File: src/rtl/wb_multi_port_bridge_if.sv
// Interfaces for wb_multi_port_bridge: the native per-core channel bundle and the
// Wishbone classic master bundle toward the Controller.

interface wb_multi_port_bridge_ch_if #(
    parameter int NUM_CH = 2,
    parameter int ADDR_W = 32,
    parameter int DATA_W = 32
);
    logic [NUM_CH-1:0]            ch_en_i;
    logic [NUM_CH-1:0]            ch_we_i;
    logic [NUM_CH*ADDR_W-1:0]     ch_addr_i;
    logic [NUM_CH*DATA_W-1:0]     ch_data_i;
    logic [NUM_CH*(DATA_W/8)-1:0] ch_strobe_i;
    logic [NUM_CH-1:0]            ch_valid_o;
    logic [NUM_CH-1:0]            ch_err_o;
    logic [DATA_W-1:0]            ch_data_o;

    // master = the core side issuing requests, slave = the bridge serving them
    modport master (
        output ch_en_i, ch_we_i, ch_addr_i, ch_data_i, ch_strobe_i,
        input  ch_valid_o, ch_err_o, ch_data_o
    );

    modport slave (
        input  ch_en_i, ch_we_i, ch_addr_i, ch_data_i, ch_strobe_i,
        output ch_valid_o, ch_err_o, ch_data_o
    );
endinterface

interface wb_multi_port_bridge_wb_if #(
    parameter int ADDR_W = 32,
    parameter int DATA_W = 32
);
    logic                wb_cyc_o;
    logic                wb_stb_o;
    logic                wb_we_o;
    logic [ADDR_W-1:0]   wb_addr_o;
    logic [DATA_W-1:0]   wb_data_o;
    logic [DATA_W/8-1:0] wb_sel_o;
    logic [DATA_W-1:0]   wb_data_i;
    logic                wb_ack_i;
    logic                wb_err_i;

    modport master (
        output wb_cyc_o, wb_stb_o, wb_we_o, wb_addr_o, wb_data_o, wb_sel_o,
        input  wb_data_i, wb_ack_i, wb_err_i
    );

    modport slave (
        input  wb_cyc_o, wb_stb_o, wb_we_o, wb_addr_o, wb_data_o, wb_sel_o,
        output wb_data_i, wb_ack_i, wb_err_i
    );
endinterface

File: src/rtl/wb_multi_port_bridge.sv
// Round-robin bridge from N native core memory channels onto one Wishbone classic
// master, with per-channel write masking, bus timeout and one outstanding cycle.

module wb_multi_port_bridge #(
    parameter int                NUM_CH         = 2,
    parameter int                ADDR_W         = 32,
    parameter int                DATA_W         = 32,
    parameter logic [NUM_CH-1:0] WRITE_MASK     = 2'b10,
    parameter int unsigned       TIMEOUT_CYCLES = 1024
) (
    input logic                        clk,
    input logic                        rst,
    wb_multi_port_bridge_ch_if.slave   ch,
    wb_multi_port_bridge_wb_if.master  wb
);

    localparam int SEL_W = DATA_W / 8;
    localparam int IDX_W = (NUM_CH > 1) ? $clog2(NUM_CH) : 1;
    localparam int CNT_W = (TIMEOUT_CYCLES > 1) ? $clog2(TIMEOUT_CYCLES) : 1;

    typedef enum logic [1:0] {
        IDLE,
        BUS,
        RESP
    } state_t;

    state_t state_q, state_d;

    logic [IDX_W-1:0]  ptr_q, ptr_d;
    logic [IDX_W-1:0]  grant_q, grant_d;
    logic [CNT_W-1:0]  cnt_q, cnt_d;
    logic              cyc_q, cyc_d;
    logic              we_q, we_d;
    logic [ADDR_W-1:0] addr_q, addr_d;
    logic [DATA_W-1:0] wdata_q, wdata_d;
    logic [SEL_W-1:0]  sel_q, sel_d;
    logic [DATA_W-1:0] rdata_q, rdata_d;
    logic              err_q, err_d;
    logic [NUM_CH-1:0] valid_q, valid_d;
    logic [NUM_CH-1:0] verr_q, verr_d;

    logic              arb_found;
    logic [IDX_W-1:0]  arb_idx;
    logic [IDX_W-1:0]  cand;

    logic              g_we;
    logic              g_mask;
    logic [ADDR_W-1:0] g_addr;
    logic [DATA_W-1:0] g_data;
    logic [SEL_W-1:0]  g_strobe;

    // Search starts just past the last served channel so it gets lowest priority.
    always_comb begin : arbiter
        arb_found = 1'b0;
        arb_idx   = ptr_q;
        cand      = '0;
        for (int k = 1; k <= NUM_CH; k++) begin
            cand = IDX_W'((int'(ptr_q) + k) % NUM_CH);
            if (!arb_found && ch.ch_en_i[cand]) begin
                arb_found = 1'b1;
                arb_idx   = cand;
            end
        end
    end

    always_comb begin : field_mux
        g_we     = 1'b0;
        g_mask   = 1'b0;
        g_addr   = '0;
        g_data   = '0;
        g_strobe = '0;
        for (int i = 0; i < NUM_CH; i++) begin
            if (arb_idx == IDX_W'(i)) begin
                g_we     = ch.ch_we_i[i];
                g_mask   = WRITE_MASK[i];
                g_addr   = ch.ch_addr_i[i*ADDR_W +: ADDR_W];
                g_data   = ch.ch_data_i[i*DATA_W +: DATA_W];
                g_strobe = ch.ch_strobe_i[i*SEL_W +: SEL_W];
            end
        end
    end

    always_comb begin : fsm_next
        state_d = state_q;
        ptr_d   = ptr_q;
        grant_d = grant_q;
        cnt_d   = cnt_q;
        cyc_d   = cyc_q;
        we_d    = we_q;
        addr_d  = addr_q;
        wdata_d = wdata_q;
        sel_d   = sel_q;
        rdata_d = rdata_q;
        err_d   = err_q;
        valid_d = '0;
        verr_d  = '0;

        unique case (state_q)
            IDLE: begin
                if (arb_found) begin
                    grant_d = arb_idx;
                    ptr_d   = arb_idx;
                    cyc_d   = 1'b1;
                    we_d    = g_we & g_mask;
                    addr_d  = g_addr;
                    wdata_d = g_mask ? g_data : '0;
                    sel_d   = (g_we & g_mask) ? g_strobe : '1;
                    cnt_d   = '0;
                    state_d = BUS;
                end
            end

            BUS: begin
                if (wb.wb_err_i) begin
                    cyc_d   = 1'b0;
                    rdata_d = '0;
                    err_d   = 1'b1;
                    state_d = RESP;
                end else if (wb.wb_ack_i) begin
                    cyc_d   = 1'b0;
                    rdata_d = wb.wb_data_i;
                    err_d   = 1'b0;
                    state_d = RESP;
                end else if (TIMEOUT_CYCLES != 0) begin
                    if (cnt_q == CNT_W'(TIMEOUT_CYCLES - 1)) begin
                        cyc_d   = 1'b0;
                        rdata_d = '0;
                        err_d   = 1'b1;
                        state_d = RESP;
                    end else begin
                        cnt_d = cnt_q + CNT_W'(1);
                    end
                end
            end

            RESP: begin
                for (int i = 0; i < NUM_CH; i++) begin
                    valid_d[i] = (grant_q == IDX_W'(i));
                    verr_d[i]  = (grant_q == IDX_W'(i)) & err_q;
                end
                state_d = IDLE;
            end

            default: state_d = IDLE;
        endcase
    end

    // Reset parks the pointer on the last channel so channel 0 wins the first search.
    always_ff @(posedge clk) begin
        if (rst) begin
            state_q <= IDLE;
            ptr_q   <= IDX_W'(NUM_CH - 1);
            grant_q <= '0;
            cnt_q   <= '0;
            cyc_q   <= 1'b0;
            we_q    <= 1'b0;
            addr_q  <= '0;
            wdata_q <= '0;
            sel_q   <= '0;
            rdata_q <= '0;
            err_q   <= 1'b0;
            valid_q <= '0;
            verr_q  <= '0;
        end else begin
            state_q <= state_d;
            ptr_q   <= ptr_d;
            grant_q <= grant_d;
            cnt_q   <= cnt_d;
            cyc_q   <= cyc_d;
            we_q    <= we_d;
            addr_q  <= addr_d;
            wdata_q <= wdata_d;
            sel_q   <= sel_d;
            rdata_q <= rdata_d;
            err_q   <= err_d;
            valid_q <= valid_d;
            verr_q  <= verr_d;
        end
    end

    assign wb.wb_cyc_o  = cyc_q;
    assign wb.wb_stb_o  = cyc_q;
    assign wb.wb_we_o   = we_q;
    assign wb.wb_addr_o = addr_q;
    assign wb.wb_data_o = wdata_q;
    assign wb.wb_sel_o  = sel_q;

    assign ch.ch_valid_o = valid_q;
    assign ch.ch_err_o   = verr_q;
    assign ch.ch_data_o  = rdata_q;

endmodule
File: src/flat_wrapper.sv
// flat-port wrapper written by rule: the top's interface ports become plain ports
module wb_multi_port_bridge_flat 
#(
    parameter int                NUM_CH         = 2,
    parameter int                ADDR_W         = 32,
    parameter int                DATA_W         = 32,
    parameter logic [NUM_CH-1:0] WRITE_MASK     = 2'b10,
    parameter int unsigned       TIMEOUT_CYCLES = 1024
)
  (clk, rst, ch_ch_en_i, ch_ch_we_i, ch_ch_addr_i, ch_ch_data_i, ch_ch_strobe_i, ch_ch_valid_o, ch_ch_err_o, ch_ch_data_o, wb_wb_cyc_o, wb_wb_stb_o, wb_wb_we_o, wb_wb_addr_o, wb_wb_data_o, wb_wb_sel_o, wb_wb_data_i, wb_wb_ack_i, wb_wb_err_i);
  wb_multi_port_bridge_ch_if #(.NUM_CH(NUM_CH), .ADDR_W(ADDR_W), .DATA_W(DATA_W)) ch_i ();
  wb_multi_port_bridge_wb_if #(.ADDR_W(ADDR_W), .DATA_W(DATA_W)) wb_i ();
  input logic clk;
  input logic rst;
  input wire logic [$bits(ch_i.ch_en_i)-1:0] ch_ch_en_i;
  input wire logic [$bits(ch_i.ch_we_i)-1:0] ch_ch_we_i;
  input wire logic [$bits(ch_i.ch_addr_i)-1:0] ch_ch_addr_i;
  input wire logic [$bits(ch_i.ch_data_i)-1:0] ch_ch_data_i;
  input wire logic [$bits(ch_i.ch_strobe_i)-1:0] ch_ch_strobe_i;
  output wire logic [$bits(ch_i.ch_valid_o)-1:0] ch_ch_valid_o;
  output wire logic [$bits(ch_i.ch_err_o)-1:0] ch_ch_err_o;
  output wire logic [$bits(ch_i.ch_data_o)-1:0] ch_ch_data_o;
  output wire logic [$bits(wb_i.wb_cyc_o)-1:0] wb_wb_cyc_o;
  output wire logic [$bits(wb_i.wb_stb_o)-1:0] wb_wb_stb_o;
  output wire logic [$bits(wb_i.wb_we_o)-1:0] wb_wb_we_o;
  output wire logic [$bits(wb_i.wb_addr_o)-1:0] wb_wb_addr_o;
  output wire logic [$bits(wb_i.wb_data_o)-1:0] wb_wb_data_o;
  output wire logic [$bits(wb_i.wb_sel_o)-1:0] wb_wb_sel_o;
  input wire logic [$bits(wb_i.wb_data_i)-1:0] wb_wb_data_i;
  input wire logic [$bits(wb_i.wb_ack_i)-1:0] wb_wb_ack_i;
  input wire logic [$bits(wb_i.wb_err_i)-1:0] wb_wb_err_i;
  assign ch_i.ch_en_i = ch_ch_en_i;
  assign ch_i.ch_we_i = ch_ch_we_i;
  assign ch_i.ch_addr_i = ch_ch_addr_i;
  assign ch_i.ch_data_i = ch_ch_data_i;
  assign ch_i.ch_strobe_i = ch_ch_strobe_i;
  assign ch_ch_valid_o = ch_i.ch_valid_o;
  assign ch_ch_err_o = ch_i.ch_err_o;
  assign ch_ch_data_o = ch_i.ch_data_o;
  assign wb_wb_cyc_o = wb_i.wb_cyc_o;
  assign wb_wb_stb_o = wb_i.wb_stb_o;
  assign wb_wb_we_o = wb_i.wb_we_o;
  assign wb_wb_addr_o = wb_i.wb_addr_o;
  assign wb_wb_data_o = wb_i.wb_data_o;
  assign wb_wb_sel_o = wb_i.wb_sel_o;
  assign wb_i.wb_data_i = wb_wb_data_i;
  assign wb_i.wb_ack_i = wb_wb_ack_i;
  assign wb_i.wb_err_i = wb_wb_err_i;
  wb_multi_port_bridge #(.NUM_CH(NUM_CH), .ADDR_W(ADDR_W), .DATA_W(DATA_W), .WRITE_MASK(WRITE_MASK), .TIMEOUT_CYCLES(TIMEOUT_CYCLES)) u_core (.clk(clk), .rst(rst), .ch(ch_i), .wb(wb_i));
endmodule
File: config.mk
export PLATFORM = sky130hd
export DESIGN_NAME = wb_multi_port_bridge_flat
export DESIGN_NICKNAME = d
export VERILOG_FILES = /design/src/rtl/wb_multi_port_bridge_if.sv /design/src/rtl/wb_multi_port_bridge.sv /design/src/flat_wrapper.sv
export SDC_FILE = /design/constraint.sdc
export NUM_CORES = 1
export LEC_CHECK = 0
export ABC_AREA = 1
export CORE_MARGIN = 2
export CORE_UTILIZATION = 40
export DETAILED_ROUTE_END_ITERATION = 7
export PLACE_DENSITY = 0.93
export SLEW_MARGIN = 25
export SYNTH_ARGS = -nofsm -noshare
export SYNTH_HDL_FRONTEND = slang
export SYNTH_SLANG_ARGS = --single-unit
export TNS_END_PERCENT = 5
File: constraint.sdc
create_clock -name clk -period 3 [get_ports clk]
set_input_delay 0.9 -clock clk [delete_from_list [all_inputs] [get_ports clk]]
set_output_delay 0.9 -clock clk [all_outputs]
set_load 0.005 [all_outputs]
Yosys cells after proc, flatten, opt, wreduce, memory -nomap -nowiden. Cells that the tools add are included.

Reduce and logical (&&, ||, !) cells: 11. Magnitude comparators: 2. Bitwise gates (word level): 5. Equality and inequality tests: 8. Add/sub/neg operators: 3. Muxes and demuxes: 36.

Operator list (number): $mux W32 (6); $mux W10 (4); $pmux W10 S2 (1); $mux W1 (17); $add A10 B1 Y10 const B (1); $eq A10 B10 Y1 const B (1); $mux W2 (4); $mux W4 (2); $ne A2 B2 Y1 const B (3); $reduce_and A2 Y1 (3); $reduce_and A5 Y1 (1); $lt A1 B2 Y1 const B (2); $ne A4 B3 Y1 const B (1); $pmux W2 S2 (1); $and A1 B1 Y1 (3); $reduce_and A3 Y1 (1); $reduce_bool A3 Y1 (1); $add A1 B1 Y1 const B (2); $eq A2 B1 Y1 const B (1); $eq A2 B2 Y1 const B (1); $logic_not A2 Y1 (1); $ne A2 B1 Y1 const B (1); $not A1 Y1 (2); $pmux W1 S2 (1); 4 further kinds (4).

Bits of input ports: 176. Flip-flop bits (word level): 121. Word-level logic and storage cells: 78. Output and inout bits: 107.

Logic depth before layout (Yosys ltp). Gate-level depths: netlist of run 1.

Depth after elaboration: 10. Gate-level depth with buffers: 9. Mapped depth without buffers: 9.

Worst setup path before layout of run 1. OpenSTA, ideal clock, no wires.

Kind: input to register. Start: input port ch_ch_en_i[1]. End: register u_core.addr_q[15] (netlist: u_core.wb.wb_addr_o[15]). Arrival time: 1.755 ns. Library setup time: 0.116 ns. Required time: 2.884 ns. Setup slack: 1.128 ns. Cell stages on the path: 6. Buffers on the path: 2. Cells stage by stage: o21ai_4 -> inv_2 -> buf_2 -> buf_2 -> o211ai_1 -> inv_1.

Cells in the longest elaborated chain, start to end: 7. Elaborated cells on any way between the ends: 12. Those cells by class: mux: 9; reduce/logical: 3.

Ends and longest elaborated chain: start, declared (line flat_wrapper.sv:15) `input wire logic [$bits(ch_i.ch_en_i)-1:0] ch_ch_en_i;`; $mux W1 (implied by the code) (2 in series) (line wb_multi_port_bridge.sv:59) `if (!arb_found && ch.ch_en_i[cand]) begin`; $mux W1 (line wb_multi_port_bridge.sv:59); $logic_not A1 Y1 (line wb_multi_port_bridge.sv:59); $logic_and A1 B1 Y1 (line wb_multi_port_bridge.sv:59); $mux W1 (line wb_multi_port_bridge.sv:59); $mux W32 / $reduce_and A2 Y1 (equally long branches); end signal, assigned (line wb_multi_port_bridge.sv:171) `addr_q <= addr_d;`; end, declared (line wb_multi_port_bridge.sv:34) `logic [ADDR_W-1:0] addr_q, addr_d;`.

Parallel ways exist; a longest one is shown, timed or not. The select of a mux whose other input is x is not followed. A chain may end at the register's enable or synchronous reset.

Worst setup path in the final report of run 1.
Start: register u_core.addr_q[26] (netlist: u_core.wb.wb_addr_o[26]). End: output port wb_wb_addr_o[26].

RTL lines: end, declared (line flat_wrapper.sv:26) `output wire logic [$bits(wb_i.wb_addr_o)-1:0] wb_wb_addr_o;`.

No word-level cell between the ends.

==> flow_summary.toml, run 1 <==
[global_routing]
track_usage_pct = 22.37
grt_max_degree = 70
first_global_vias = 4998
grt_overflow = 0
grt_pass1_wl_mm = 23.08
antenna_found_initial = 0

[clock_network]
post_cts_buffers = 0
cts_tree = "built"
postCtsHoldBufs = 0
clock_latency_ps = 410
cts.path.max_buffers = 2
clock-root-buffer = "clkbuf_16"
cts_inserted_buffers = 17
path_clk_slew_ps = 60
htreeDepth = 4
cts_num_sinks = 121
cts.repair.resized = 0

[synthesis]
syn-num-nets = 837
async_reset_ff_share_pct = 0
syn_area_mm2 = 0.004885
yosysUniqueCellTypes = 27
ys_warn_count = 0
synthTopCellsByCount = "nand2_1, dfxtp_1, nand3_1, inv_1, a21oi_1"
synth_area_leader_cell = "dfxtp_1"
synth_top_area_share_pct = 49.59
synth_area_leaders = "dfxtp_1, nand2_1, nand3_1"
synth_top_flop_cell = "dfxtp_1"
synth-seq-cells = 121
syn_avg_cell_area_um2 = 7.401
synthCells = 660
post-synth-top-count-cell = "nand2_1"
synth-seq-area-share_pct = 49.59
synth_edf_count = 0

[power_and_ir_drop]
peakVddDrop_mv = 0.4150
powerDensity_mw_per_mm2 = 585.3
p_leak_uw = 0.003425

[die]
core_mm2 = 0.01196
core.rowCount = 40
die_h_um = 114.5
dieWidth_um = 114.5
io_pins = 283
die-area_mm2 = 0.01311
initial_core_util_pct = 40.84

[timing]
fin_crit_ps = 2227
setup-violations-final = 0
relSlewSlack_pct = 65.63
fin_tns_setup_ps = 0
worst_slew_pin_slew_ps = 514.8
fin_skew_ps = 5.745
finalHoldViolCount = 0
grt_setup_unrepaired = "false"
fin_crit_sh_pct = 74.22
fmax_ghz = 0.4491
final_max_slew_viol_count = 0

[routing]
dr.pass1.iters = 4
postRouteAntennaNets = 0
wl_mm = 14.84
wire_per_inst_um = 14.08
via_per_inst = 4.944
drcViolationCount = 0
drtIter0Drc = 307
vias = 5211

[critical_path]
crit_path_top_delay_cell = "clkdlybuf4s50_1"
crit_required_ps = 2100
worst_path_largest_cell_delay_ps = 530
rrSetupSlack_ps = 1170
path_buf_inv = 1
arrival_ps = 1330
critical_path.cell_chain = "clkdlybuf4s50_1"
path_class = "flop to output pin"
crit_fanout = 2
cp-end-kind = "output pin"
startpoint_type = "flop"
cp_top_family = "buffers and inverters"

[placement]
place_area_mm2 = 0.007457
gp_congestion = 0.8653
io_buffers = 245
place_hpwl_mm = 10.54

[layout]
fill_cells = 925
drive_gt1_share_pct = 6.395
post-route-util_pct = 67.36
antenna_cells = 0
area_growth_syn_to_layout_pct = 64.96
fin_area_mm2 = 0.008058
fin_nets = 1071

[run]
drv_cap = 0

[run_status]
status = "finished, final reports clean"

[worst_hold_path]
worst_hold_path_type = "flop to flop"
-- per-layer routing --
layer / part of all wire, % / track usage, %
met5: 0 / 0
met4: 3.3 / 12.76
met3: 8.3 / 7.411
met2: 49 / 38.46
met1: 39 / 24.02
-- final cells by class --
class	count	area, µm²	share of cell area, %
timing repair buffer	258	2587	32.11
sequential	121	2422	30.06
multi-input combinational	443	2064	25.62
clock buffer	17	425.4	5.280
inverter	53	198.9	2.469
tap	147	183.9	2.283
clock inverter	15	175.2	2.174
-- per-stage QoR --
step                setup slack (ps)  instances  hold WS (ps)  power [µW]
finish                         773.3       1054         460.5        4716
global route                   746.9       1054         474.6        4921
CTS                            759.0       1054         463.2        4766
detailed placement             433.5       1022         454.3        2699
global placement               468.2       1022         449.2        2676
floorplan                       1128        660         425.9        2192
-- cell usage in the layout (no fill, tap or decap) --
cell type	count
o211ai_1	32
o21bai_1	1
nand3_2	1
nor3_1	3
nand3_4	1
clkdlybuf4s50_1	245
bufinv_16	3
o211a_1	1
nor2_2	3
o21ai_0	6
nor3b_1	1
or2_2	1
o21ai_2	1
nand2_1	200
buf_12	3
buf_4	10
a21oi_1	42
ha_1	1
inv_6	2
clkinvlp_4	4
o21ai_4	1
inv_2	3
inv_1	50
nand3_1	108
clkbuf_16	17
clkinv_2	4
nor2_1	36
nand3b_1	2
nand2_2	2
clkinv_4	2
dfxtp_1	121
-- path summary, 6_finish.rpt --
| path | startpoint | endpoint | cells after the start |
|---|---|---|---|
| setup / recovery | u_core.wb.wb_addr_o[26]$_SDFFE_PP0P_ | wb_wb_addr_o[26] | 1 |
| hold / removal | u_core.wb.wb_data_o[12]$_SDFFE_PP0P_ | u_core.wb.wb_data_o[12]$_SDFFE_PP0P_ | 2 |
| setup reg to reg | u_core.cnt_q[1]$_SDFFE_PP0P_ | u_core.ch.ch_data_o[17]$_SDFFE_PP0P_ | 9 |
| hold reg to reg | u_core.wb.wb_data_o[12]$_SDFFE_PP0P_ | u_core.wb.wb_data_o[12]$_SDFFE_PP0P_ | 2 |
-- registers in the layout (all words and copies together) (netlist names) --
| name | count |
|---|---|
| u_core.wb.wb_cyc_o | 1 |
| u_core.wb.wb_we_o | 1 |
| u_core.wb.wb_sel_o | 4 |
| u_core.ch.ch_valid_o | 2 |
| u_core.err_q | 1 |
| u_core.wb.wb_addr_o | 32 |
| u_core.ch.ch_data_o | 32 |
| u_core.cnt_q | 10 |
| u_core.wb.wb_data_o | 32 |
| u_core.ch.ch_err_o | 2 |
| u_core.grant_q | 1 |
| u_core.state_q | 2 |
| u_core.ptr_q | 1 |
-- cells by family after synthesis --
| group | count (synthesis) | synth area share, % |
|---|---|---|
| buffers and inverters | 96 | 8.145 |
| flip-flops | 121 | 49.59 |
| AND/OR/NAND/NOR | 358 | 31.30 |
| adder cells (fa/ha/maj) | 1 | 0.2561 |
| AO/OA/AOI/OAI | 84 | 10.71 |
-- where the power goes --
| group | internal, µW | switching [µW] | leakage [µW] | total [µW] |
|---|---|---|---|---|
| registers | 1730 | 70.9 | 0.000991 | 1800 |
| logic | 476 | 390 | 0.00215 | 866 |
| clock network | 1300 | 745 | 0.000285 | 2050 |
| total | 3510 | 1210 | 0.00342 | 4720 |
No activity file was read; power rests on OpenSTA's default activity.
==> run 2, diff against run 1 <==
CORE_UTILIZATION = 34   (was 40)
PLACE_DENSITY = 0.85   (was 0.93)
clock period = 1.9 ns   (was 3 ns; I/O delays follow)
==> run 2 against run 1 <==
Against the previous run:
- hold slack lost 1.3 ps
- clock skew about the same
- clock power grew 41%
- final cell count increased by 4.0%
- routed wire length shrank 0.18%
==> flow_summary.toml, run 2 (same netlist as run 1, synthesis figures left out) <==
[worst_hold_path]
worst_hold_path_type = "flop to flop"
min_path_cells = 2

[placement]
io_buffers = 245
place_hpwl_mm = 10.68
gp_congestion = 0.8044
dp_slack_ps = -279.5

[routing]
dr.pass1.iters = 4
postRouteAntennaNets = 0
drtIter0Drc = 201
wl_mm = 14.82
vias = 5106
drcViolationCount = 0
wire_per_inst_um = 13.52
via_per_inst = 4.659

[layout]
area_growth_syn_to_layout_pct = 66.98
drive_gt1_share_pct = 6.878
layout_common_cells = "clkdlybuf4s50_1, nand2_1, dfxtp_1"
antenna_cells = 0
fill_cells = 1267
fin_nets = 1080
layout_commonest_cell = "clkdlybuf4s50_1"

[timing]
final.setup.worst_slack_ps = 56.98
relSlewSlack_pct = 69.65
fmax_ghz = 0.5426
fin_tns_setup_ps = 0
finalHoldViolCount = 0
fin_crit_sh_pct = 97.00
fin_skew_ps = 5.483
final_max_slew_viol_count = 0
setup-violations-final = 0
worst_slew_pin_slew_ps = 455.2
grt_setup_unrepaired = "false"
fin_crit_ps = 1843

[clock_network]
clock-root-buffer = "clkbuf_16"
cts_num_sinks = 121
cts_inserted_buffers = 17
cts_tree = "built"
htreeDepth = 4
post_cts_buffers = 0
cts.path.max_buffers = 2
path_clk_slew_ps = 50
cts.repair.resized = 0
clock_latency_ps = 400
postCtsHoldBufs = 0

[global_routing]
grt_pass1_wl_mm = 22.34
grt_max_degree = 48
antenna_found_initial = 0
grt_overflow = 0
first_global_vias = 4746
track_usage_pct = 18.73

[power_and_ir_drop]
combPwrFrac_pct = 19.7
peakVddDrop_mv = 0.5745
powerDensity_mw_per_mm2 = 876.8
p_int_uw = 5340
switchingPower_uw = 1811
p_leak_uw = 0.003493
power.share.clock_pct = 40.6
swShare_pct = 25.33
seq_power_share_pct = 39.7

[critical_path]
cp_top_family = "buffers and inverters"
worstRegToRegCells = 9
crit_path_top_delay_cell = "clkdlybuf4s50_1"
startpoint_type = "flop"
critical_path.cell_chain = "clkdlybuf4s50_1"
path_class = "flop to output pin"
crit_fanout = 2
crit_required_ps = 1330
path_depth = 1
worst_path_largest_cell_delay_ps = 530
path_buf_inv = 1
arrival_ps = 1270
cp-end-kind = "output pin"

[die]
die-area_mm2 = 0.01534
die_h_um = 123.9
core_mm2 = 0.01393
initial_core_util_pct = 35.05
core.rowCount = 43
dieWidth_um = 123.9
io_pins = 283

[run_status]
status = "finished, final reports clean"

[run]
drv_cap = 0
## run 2: changes by cell type in the layout (fill, tap and decap cells not counted), sizes merged
cell	change
bufinv	-2
dlymetal6s2s	+2
inv	-3
clkinv	+1
clkinvlp	-2
clkdlybuf4s50	-2
buf	+9
clkbuf	+6
## run 2: per-stage QoR
stage | area (µm²) | power, µW | cells | util, % | hold slack (ps)
global placement | 7617 | 4281 | 1064 | 54.66 | 448.7
detailed placement | 7617 | 4307 | 1064 | 54.66 | 455.0
floorplan | 4885 | 3460 | 660 | - | 425.9
finish | 8157 | 7151 | 1096 | 58.53 | 459.2
CTS | 8150 | 7235 | 1096 | 58.49 | 461.9
global route | 8157 | 7502 | 1096 | 58.53 | 474.6
## run 2: power by group through the flow
stage | Sequential [µW] | Clock [µW] | Combinational (µW)
after global routing | 2860 | 3090 | 1550
final | 2840 | 2900 | 1410
after detailed placement | 2890 | 0 | 1420
after CTS | 2840 | 2970 | 1430
after floorplan | 2900 | 0 | 565
after global placement | 2880 | 0 | 1400
## run 2: path summary, 6_finish.rpt
check / startpoint / end / slack (ps)
min reg2reg: u_core.ch.ch_data_o[29]$_SDFFE_PP0P_ / u_core.ch.ch_data_o[29]$_SDFFE_PP0P_ / 460
max: u_core.wb.wb_data_o[2]$_SDFFE_PP0P_ / wb_wb_data_o[2] / 60
max reg2reg: u_core.cnt_q[1]$_SDFFE_PP0P_ / u_core.ch.ch_data_o[19]$_SDFFE_PP0P_ / 350
min: u_core.ch.ch_data_o[29]$_SDFFE_PP0P_ / u_core.ch.ch_data_o[29]$_SDFFE_PP0P_ / 460
## run 2: per-layer routing
metal | routed length (µm) | track usage (%) | vias up
li1 | - | - | 2633
met1 | 5956 | 20.87 | 2281
met2 | 7380 | 32.35 | 176
met3 | 1259 | 7.372 | 16
met4 | 219 | 6.676 | 0
met5 | 0 | 0 | -
## run 2: layout make-up
type	count	area, µm²	area share [%]
Inverter	53	200.2	2.454
Clock inverter	9	75.07	0.9204
Clock buffer	23	457.9	5.614
Sequential cell	121	2424	29.71
Tap cell	180	225.2	2.761
Timing Repair Buffer	267	2710	33.23
Multi-Input combinational cell	443	2064	25.31
==> run 3, diff against run 2 <==
CORE_UTILIZATION = 38   (was 34)
PLACE_DENSITY = not set   (was 0.85)
PLACE_DENSITY_LB_ADDON = 0.25   (was not set)
clock period = 2.06 ns   (was 1.9 ns; I/O delays follow)
==> run 3 against run 2 <==
Against the previous run:
- register-to-register slack improved by 30 ps
- global-route usage increased by 2.9 points
- final cell count decreased by 1.1%
- largest power group unchanged
==> flow_summary.toml, run 3 (same netlist as run 1, synthesis figures left out) <==
[run_status]
status = "finished, final reports clean"

[critical_path]
cp_top_family = "buffers and inverters"
arrival_ps = 1300
crit_fanout = 2
crit_path_top_delay_cell = "clkdlybuf4s50_1"
path_buf_inv = 1
worst_path_largest_cell_delay_ps = 540
cp-end-kind = "output pin"
startpoint_type = "flop"
crit_required_ps = 1440
path_class = "flop to output pin"
critical_path.cell_chain = "clkdlybuf4s50_1"

[timing]
finalHoldViolCount = 0
worst_slew_pin_slew_ps = 443.7
grt_setup_unrepaired = "false"
setup-violations-final = 0
fmax_ghz = 0.5223
fin_crit_ps = 1915
relSlewSlack_pct = 70.42
final_max_slew_viol_count = 0
fin_tns_setup_ps = 0
fin_skew_ps = 4.485
fin_crit_sh_pct = 92.94

[die]
core.rowCount = 41
die_h_um = 117.4
die-area_mm2 = 0.01378
core_mm2 = 0.01257
initial_core_util_pct = 38.87
io_pins = 283
dieWidth_um = 117.4

[power_and_ir_drop]
seq_power_share_pct = 37.9
p_leak_uw = 0.003511
switchingPower_uw = 1682
powerDensity_mw_per_mm2 = 839.1
peakVddDrop_mv = 0.5596
combPwrFrac_pct = 19.3
power.share.clock_pct = 42.8
p_int_uw = 5233
swShare_pct = 24.32

[routing]
wl_mm = 14.95
via_per_inst = 4.872
postRouteAntennaNets = 0
vias = 5281
dr.pass1.iters = 5
drtIter0Drc = 264
wire_per_inst_um = 13.79
drcViolationCount = 0

[global_routing]
grt_util_met2_pct = 37.10
use_met3_pct = 8.366
grt_use_met1_pct = 23.73
first_global_vias = 5144
antenna_found_initial = 0
grt_pass1_wl_mm = 24.27
grt_max_degree = 43
grt_overflow = 0
track_usage_pct = 21.61
grt_most_used_layer = "met2"

[layout]
layout_common_cells = "clkdlybuf4s50_1, nand2_1, dfxtp_1"
antenna_cells = 0
fin_nets = 1076
drive_gt1_share_pct = 6.798
layout_commonest_cell = "clkdlybuf4s50_1"
post-route-util_pct = 65.57
area_growth_syn_to_layout_pct = 68.70

[clock_network]
cts.repair.resized = 0
cts_inserted_buffers = 17
clock_latency_ps = 410
cts_num_sinks = 121
htreeDepth = 4
clock-root-buffer = "clkbuf_16"
postCtsHoldBufs = 0
path_clk_slew_ps = 50
post_cts_buffers = 0
cts_tree = "built"
cts.path.max_buffers = 2

[placement]
gp_congestion = 0.8238
place_hpwl_mm = 10.86
io_buffers = 245

[worst_hold_path]
worst_hold_path_type = "flop to flop"

[run]
drv_cap = 0
[run 3: cell types whose count changed in the layout (fill, tap and decap cells not counted), sizes merged]
cell           previous run  this run
dlymetal6s2s              2         0
inv                      52        53
clkinv                    7         6
bufinv                    1         2
clkinvlp                  2         0
buf                      22        18
clkdlybuf4s50           243       245
clkbuf                   23        24
[run 3: stage by stage]
step / total power [µW] / setup WS, ps / hold WS [ps] / cells / area [µm²]
finish: 6915 / 145.4 / 458.1 / 1084 / 8240
global route: 7227 / 84.67 / 484.9 / 1084 / 8240
CTS: 6975 / 115.0 / 460.5 / 1084 / 8240
detailed placement: 3998 / -52.90 / 453.3 / 1052 / 7639
global placement: 3968 / -18.03 / 448.1 / 1052 / 7639
floorplan: 3192 / 470.3 / 425.9 / 660 / 4885
[run 3: layout make-up]
type                            instances  area (µm²)
Sequential cell                       121        2422
Inverter                               53       198.9
Clock inverter                          8       90.09
Tap cell                              172       215.2
Timing Repair Buffer                  263        2738
Fill cell                            1012        4328
Clock buffer                           24       511.7
Multi-Input combinational cell        443        2064
[run 3: metal layers]
metal / up-vias / wire length (µm)
li1: 2627 / -
met1: 2433 / 5861
met2: 186 / 7448
met3: 35 / 1206
met4: 0 / 433
met5: - / 0
[run 3: power groups by stage]
stage / Sequential (µW) / Clock (µW) / Combinational [µW]
6_report: 2620 / 2960 / 1330
5_1_grt: 2640 / 3120 / 1460
4_1_cts: 2620 / 3010 / 1340
3_5_place_dp: 2670 / 0 / 1330
3_3_place_gp: 2660 / 0 / 1310
2_1_floorplan: 2670 / 0 / 521
[run 3: final timing paths]
| check | start | cells past startpoint | to | slack (ps) |
|---|---|---|---|---|
| worst max-delay path | u_core.wb.wb_addr_o[8]$_SDFFE_PP0P_ | 1 | wb_wb_addr_o[8] | 150 |
| worst min-delay path | u_core.ch.ch_data_o[30]$_SDFFE_PP0P_ | 2 | u_core.ch.ch_data_o[30]$_SDFFE_PP0P_ | 460 |
| worst max register to register | u_core.cnt_q[1]$_SDFFE_PP0P_ | 9 | u_core.ch.ch_data_o[0]$_SDFFE_PP0P_ | 380 |
| worst min register to register | u_core.ch.ch_data_o[30]$_SDFFE_PP0P_ | 2 | u_core.ch.ch_data_o[30]$_SDFFE_PP0P_ | 460 |
